===== config.mk =====
export PLATFORM = sky130hd
export DESIGN_NAME = multicycle_ctrl
export DESIGN_NICKNAME = d
export VERILOG_FILES = /design/src/rtl/multicycle_ctrl.sv
export SDC_FILE = /design/constraint.sdc
export NUM_CORES = 1
export LEC_CHECK = 0
export ABC_AREA = 1
export BUFFER_PORTS_ARGS = -buffer_cell sky130_fd_sc_hd__buf_4
export CORE_MARGIN = 3
export CORE_UTILIZATION = 50
export CTS_CLUSTER_DIAMETER = 200
export CTS_CLUSTER_SIZE = 24
export DETAILED_ROUTE_END_ITERATION = 7
export PLACE_DENSITY = 0.76
export SLEW_MARGIN = 15
export SYNTH_ARGS = -nofsm -noshare
export SYNTH_HDL_FRONTEND = slang
export SYNTH_SLANG_ARGS = --single-unit
export TNS_END_PERCENT = 5

===== constraint.sdc =====
create_clock -name clk -period 1.8 [get_ports clk]
set_input_delay 0.36 -clock clk [delete_from_list [all_inputs] [get_ports clk]]
set_output_delay 0.36 -clock clk [all_outputs]
set_load 0.005 [all_outputs]

===== src/rtl/multicycle_ctrl.sv =====
// Main control FSM of the multicycle RV32I core.
// Sequences fetch/decode/exec/mem/wb, traps, counts retires.
module multicycle_ctrl #(
  parameter int TIMEOUT_CYCLES = 255,
  localparam int CNT_W = $clog2(TIMEOUT_CYCLES + 1)
) (
  input  logic        clk,
  input  logic        rst,
  input  logic [6:0]  opcode,
  input  logic [2:0]  fn3,
  input  logic        branch_taken,
  input  logic        mem_ready,
  output logic        mem_req,
  output logic        mem_we,
  output logic        mem_sel_d,
  output logic        ir_we,
  output logic        pc_we,
  output logic        pc_sel,
  output logic        rf_we,
  output logic [1:0]  wb_sel,
  output logic [2:0]  state_o,
  output logic        trap,
  output logic [1:0]  trap_cause,
  output logic [31:0] instret
);

  typedef enum logic [2:0] {
    FETCH  = 3'd0,
    DECODE = 3'd1,
    EXEC   = 3'd2,
    MEM    = 3'd3,
    WB     = 3'd4,
    TRAP   = 3'd5
  } state_t;

  localparam logic [6:0] OP_LUI   = 7'b0110111;
  localparam logic [6:0] OP_AUIPC = 7'b0010111;
  localparam logic [6:0] OP_JAL   = 7'b1101111;
  localparam logic [6:0] OP_JALR  = 7'b1100111;
  localparam logic [6:0] OP_BR    = 7'b1100011;
  localparam logic [6:0] OP_LD    = 7'b0000011;
  localparam logic [6:0] OP_ST    = 7'b0100011;
  localparam logic [6:0] OP_IMM   = 7'b0010011;
  localparam logic [6:0] OP_OP    = 7'b0110011;
  localparam logic [6:0] OP_FENCE = 7'b0001111;
  localparam logic [6:0] OP_SYS   = 7'b1110011;

  localparam logic [CNT_W-1:0] CNT_LAST =
    CNT_W'(TIMEOUT_CYCLES - 1);

  state_t           state;
  logic [CNT_W-1:0] cnt;
  logic [1:0]       wbsel_q;

  logic is_alu, is_jmp, is_br, is_fence;
  logic is_ld, is_st, is_ecall, legal;
  logic in_mem, tmo;

  assign is_alu   = (opcode == OP_LUI) ||
                    (opcode == OP_AUIPC) ||
                    (opcode == OP_IMM) ||
                    (opcode == OP_OP);
  assign is_jmp   = (opcode == OP_JAL) ||
                    (opcode == OP_JALR);
  assign is_br    = (opcode == OP_BR);
  assign is_fence = (opcode == OP_FENCE);
  assign is_ld    = (opcode == OP_LD);
  assign is_st    = (opcode == OP_ST);
  assign is_ecall = (opcode == OP_SYS) &&
                    (fn3 == 3'b000);
  assign legal    = is_alu || is_jmp || is_br ||
                    is_fence || is_ld || is_st;

  // The IR is stable from DECODE onward, so the
  // opcode still describes the in-flight instruction.
  assign in_mem = (state == FETCH) || (state == MEM);
  assign tmo    = in_mem && !mem_ready &&
                  (cnt == CNT_LAST);

  assign state_o = state;

  // Strobes decoded from state and inputs; held low in reset.
  always_comb begin
    mem_req   = 1'b0;
    mem_we    = 1'b0;
    mem_sel_d = 1'b0;
    ir_we     = 1'b0;
    pc_we     = 1'b0;
    pc_sel    = 1'b0;
    rf_we     = 1'b0;
    wb_sel    = 2'd0;
    if (!rst) begin
      unique case (state)
        FETCH: begin
          mem_req = 1'b1;
          if (mem_ready) begin
            ir_we = 1'b1;
            pc_we = 1'b1;
          end
        end
        EXEC: begin
          if (is_jmp) begin
            pc_we  = 1'b1;
            pc_sel = 1'b1;
          end else if (is_br) begin
            pc_we  = branch_taken;
            pc_sel = 1'b1;
          end
        end
        MEM: begin
          mem_req   = 1'b1;
          mem_sel_d = 1'b1;
          mem_we    = is_st;
        end
        WB: begin
          rf_we  = 1'b1;
          wb_sel = wbsel_q;
        end
        default: ;
      endcase
    end
  end

  // State sequencing, trap capture, wait counter, instret.
  always_ff @(posedge clk or posedge rst) begin
    if (rst) begin
      state      <= FETCH;
      cnt        <= '0;
      wbsel_q    <= 2'd0;
      trap       <= 1'b0;
      trap_cause <= 2'd0;
      instret    <= 32'd0;
    end else begin
      if (in_mem && !mem_ready)
        cnt <= cnt + CNT_W'(1);
      else
        cnt <= '0;
      unique case (state)
        FETCH: begin
          if (mem_ready) begin
            state <= DECODE;
          end else if (tmo) begin
            state      <= TRAP;
            trap       <= 1'b1;
            trap_cause <= 2'd3;
          end
        end
        DECODE: begin
          if (legal) begin
            state <= EXEC;
          end else begin
            state      <= TRAP;
            trap       <= 1'b1;
            trap_cause <= is_ecall ? 2'd2 : 2'd1;
          end
        end
        EXEC: begin
          unique case (1'b1)
            is_alu: begin
              state   <= WB;
              wbsel_q <= 2'd0;
            end
            is_jmp: begin
              state   <= WB;
              wbsel_q <= 2'd2;
            end
            is_br, is_fence: begin
              state   <= FETCH;
              instret <= instret + 32'd1;
            end
            is_ld, is_st: state <= MEM;
            default: state <= FETCH;
          endcase
        end
        MEM: begin
          if (mem_ready) begin
            if (is_st) begin
              state   <= FETCH;
              instret <= instret + 32'd1;
            end else begin
              state   <= WB;
              wbsel_q <= 2'd1;
            end
          end else if (tmo) begin
            state      <= TRAP;
            trap       <= 1'b1;
            trap_cause <= 2'd3;
          end
        end
        WB: begin
          state   <= FETCH;
          instret <= instret + 32'd1;
        end
        default: state <= TRAP;
      endcase
    end
  end

endmodule

==> run_results.csv <==
group,metric,value,unit
worst_setup_path,cp-startpoint,"state_o[1]$_DFF_PP0_",
timing,fin_ws,-0.0258,ns
status,outcome,"complete, but fails checks",
worst_setup_path,end_kind,"output port",
power,powerDensity,496,nW/µm²
synth,synth_area_leaders,"dfrtp_1 38%, nand2_1 27%, nor2_1 8.8%",
synth,synth_common_cells,"226 x nand2_1, 74 x nor2_1, 48 x dfrtp_1, 32 x inv_1, 17 x nand3b_1",
clock_tree,cts_tree,"yes",
timing,period_needed,1.83,ns
route,routedWlPerCell,13.0,µm
synth,synthArstFlopShare,100,%
floorplan,ioPinCount,61,
placement,dpl_worst_slack,0.103,ns
hold_path,min_path_type,"primary input to async pin",
clock_tree,numCtsBuffers,5,
worst_setup_path,crit_type,"flop to output port",
timing,drv_slew,0,
timing,min_period_over_period,101,%
worst_setup_path,crit_arrival,1.47,ns
worst_setup_path,reg2reg_from,"state_o[0]$_DFF_PP0_",
placement,dp_hpwl,5.87,mm
floorplan,start_util,52.5,%
placement,place_congestion,0.934,
timing,finalHoldViolCount,0,
timing,rsz0062_at_grt,"true",
synth,yosys_warnings,0,
clock_tree,cts_sinks,48,
synth,synthFlopType,"dfrtp_1",
cells_and_area,final_cell_area,3940,µm²
timing,max_freq,548,MHz
synth,synth_edf_count,0,
placement,port_buffers,60,
cells_and_area,finish.utilization,65.3,%
synth,syn_avg_cell_area,6.60,µm²
synth,synth_cells,479,
route,vias,3239,
power,p_leak,1.99,nW
clock_tree,h-tree-depth,2,
grt,grtUsageTotal,22.8,%
synth,syn_nets,496,
timing,slew_headroom,78.5,%
floorplan,core_area,6030,µm²
timing,worst_pin_slew,0.320,ns
synth,yosysTopAreaCellShare,38.0,%
grt,overflow,0,
synth,synth_area_leader_cell,"dfrtp_1",
synth,yosysMostFrequentCell,"nand2_1",
route,ant_nets,0,
worst_setup_path,path_max_fanout,4,
synth,syn-cell-area,3160,µm²
grt,grt_pass1_vias,2926,
clock_tree,clkLatencyLatePin,0.30,ns
clock_tree,path_clk_slew,0.09,ns
timing,clock-skew-final,0.00699,ns
cells_and_area,syn_to_final_growth,24.4,%
timing,setup_violations,1,
worst_setup_path,cp_data_required_time,1.44,ns
route,drc_errors,0,
route,dr.pass1.iters,6,
route,via_per_inst,5.17,
status,violations,"negative setup slack",
floorplan,rows,28,
clock_tree,root_buffer,"clkbuf_8",
power,max-vdd-ir-drop,0.433,mV
cells_and_area,insertedDiodeCount,0,
synth,ys_seq_area_share,38.0,%
grt,grt_antenna_before_repair,0,
cells_and_area,drive_above_1_share,19.4,%
clock_tree,ctsLongestPathBuffers,2,
floorplan,die_x,85.5,µm
synth,yosysUniqueCellTypes,30,
worst_setup_path,critPathLaunchType,"flop",
floorplan,dieArea,7320,µm²
job,drv_cap,0,
grt,grt_first_pass_wirelength,13.6,mm
route,routed_wl,8.15,mm
cells_and_area,nNetsFinal,567,
placement,place_area,3720,µm²
synth,ys_ff_latch,48,
route,first_iter_violations,286,
floorplan,die_y,85.5,µm
grt,grt_max_degree,49,
## kinds of logic (layout without fill, tap and decap cells)
family	count (synthesis)	after routing	share of synthesized area, %
xor+xnor	16	16	4.43
simple gates	354	354	47.7
buf+inv	41	113	5.70
compound gates	17	17	2.97
flops	48	48	38.0
fa+ha+maj	3	3	1.19
## per-stage QoR
stage | TNS (ns) | cells | hold WS, ns | total power (W)
CTS | -0.0832 | 623 | 0.149 | 0.00198
floorplan | 0 | 479 | 0.442 | 0.00113
detailed placement | 0 | 613 | 0.459 | 0.00117
finish | -0.0258 | 626 | 0.133 | 0.00195
global placement | 0 | 613 | 0.457 | 0.00117
global route | -0.451 | 626 | 0.160 | 0.00204
## layer usage
| layer | share of wire (%) | vias up | global-route usage (%) |
|---|---|---|---|
| met2 | 45 | 100 | 35.9 |
| met1 | 47 | 1494 | 33.1 |
| met3 | 5.9 | 16 | 3.55 |
| met5 | 0 | - | 0 |
| li1 | - | 1629 | - |
| met4 | 1.5 | 0 | 5.32 |
## worst max-delay path, cell delays in order, from the launching register on
cell	delay (ns)
dfrtp_2	0.46
nor2_4	0.17
nand2_4	0.09
nor2_4	0.10
inv_1	0.06
nor2_2	0.09
inv_1	0.04
nand2_1	0.05
buf_4	0.10
## state kept, by name, indices dropped and copies added (netlist names)
| name | flops |
|---|---|
| trap_cause | 2 |
| trap | 1 |
| state_o | 3 |
| wbsel_q | 2 |
| cnt | 8 |
| instret | 32 |
## worst paths after layout
check / cells past startpoint / slack (ns) / to
setup / recovery: 8 / -0.03 / pc_we
hold / removal: 3 / 0.13 / instret[8]$_DFFE_PP0P_
setup reg to reg: 10 / 0.09 / instret[2]$_DFFE_PP0P_
hold reg to reg: 2 / 0.48 / wbsel_q[0]$_DFFE_PP0P_
max in group asynchronous: 3 / 1.41 / state_o[1]$_DFF_PP0_
min in group clk: 3 / 0.35 / wbsel_q[0]$_DFFE_PP0P_
## where the power goes
| part | internal (W) | switching, W |
|---|---|---|
| clock | 0.000419 | 0.000382 |
| sequential | 0.00108 | 0 |
| combinational | 0.0000282 | 0.0000445 |
| total | 0.00152 | 0.000426 |
## cell type report
type | count | area, µm²
Timing Repair Buffer | 70 | 551
Sequential cell | 48 | 1200
Multi-Input combinational cell | 390 | 1830
Fill cell | 570 | 2090
Tap cell | 75 | 93.8
Clock buffer | 5 | 68.8
Clock inverter | 3 | 47.5
Inverter | 35 | 136
## layout by cell type, fill, tap and decap left out, types with 2 or more instances in the layout
cell and instances:
nand3b_1 17, ha_1 2, dfrtp_1 46, xnor2_1 7, a21oi_1 5, nand2_2 2
nor2_2 6, nand4_1 4, nand2_4 4, o21ai_0 4, nand2_1 225, buf_4 68
clkbuf_8 5, buf_12 2, nor2_4 7, clkinv_4 2, inv_1 30, xor2_1 9
o21ai_1 5, nor3_1 5, dfrtp_2 2, nand3_1 13, inv_2 3, nor2_1 69
## repair_timing
action | CTS | global route
setup endpoints to repair | 4 | 13
setup buffers | 2 | 3
hold buffers | 0 | 0
resized for setup | 4 | 15
pin swaps | 0 | 5
(Power assumes the default switching activity.)
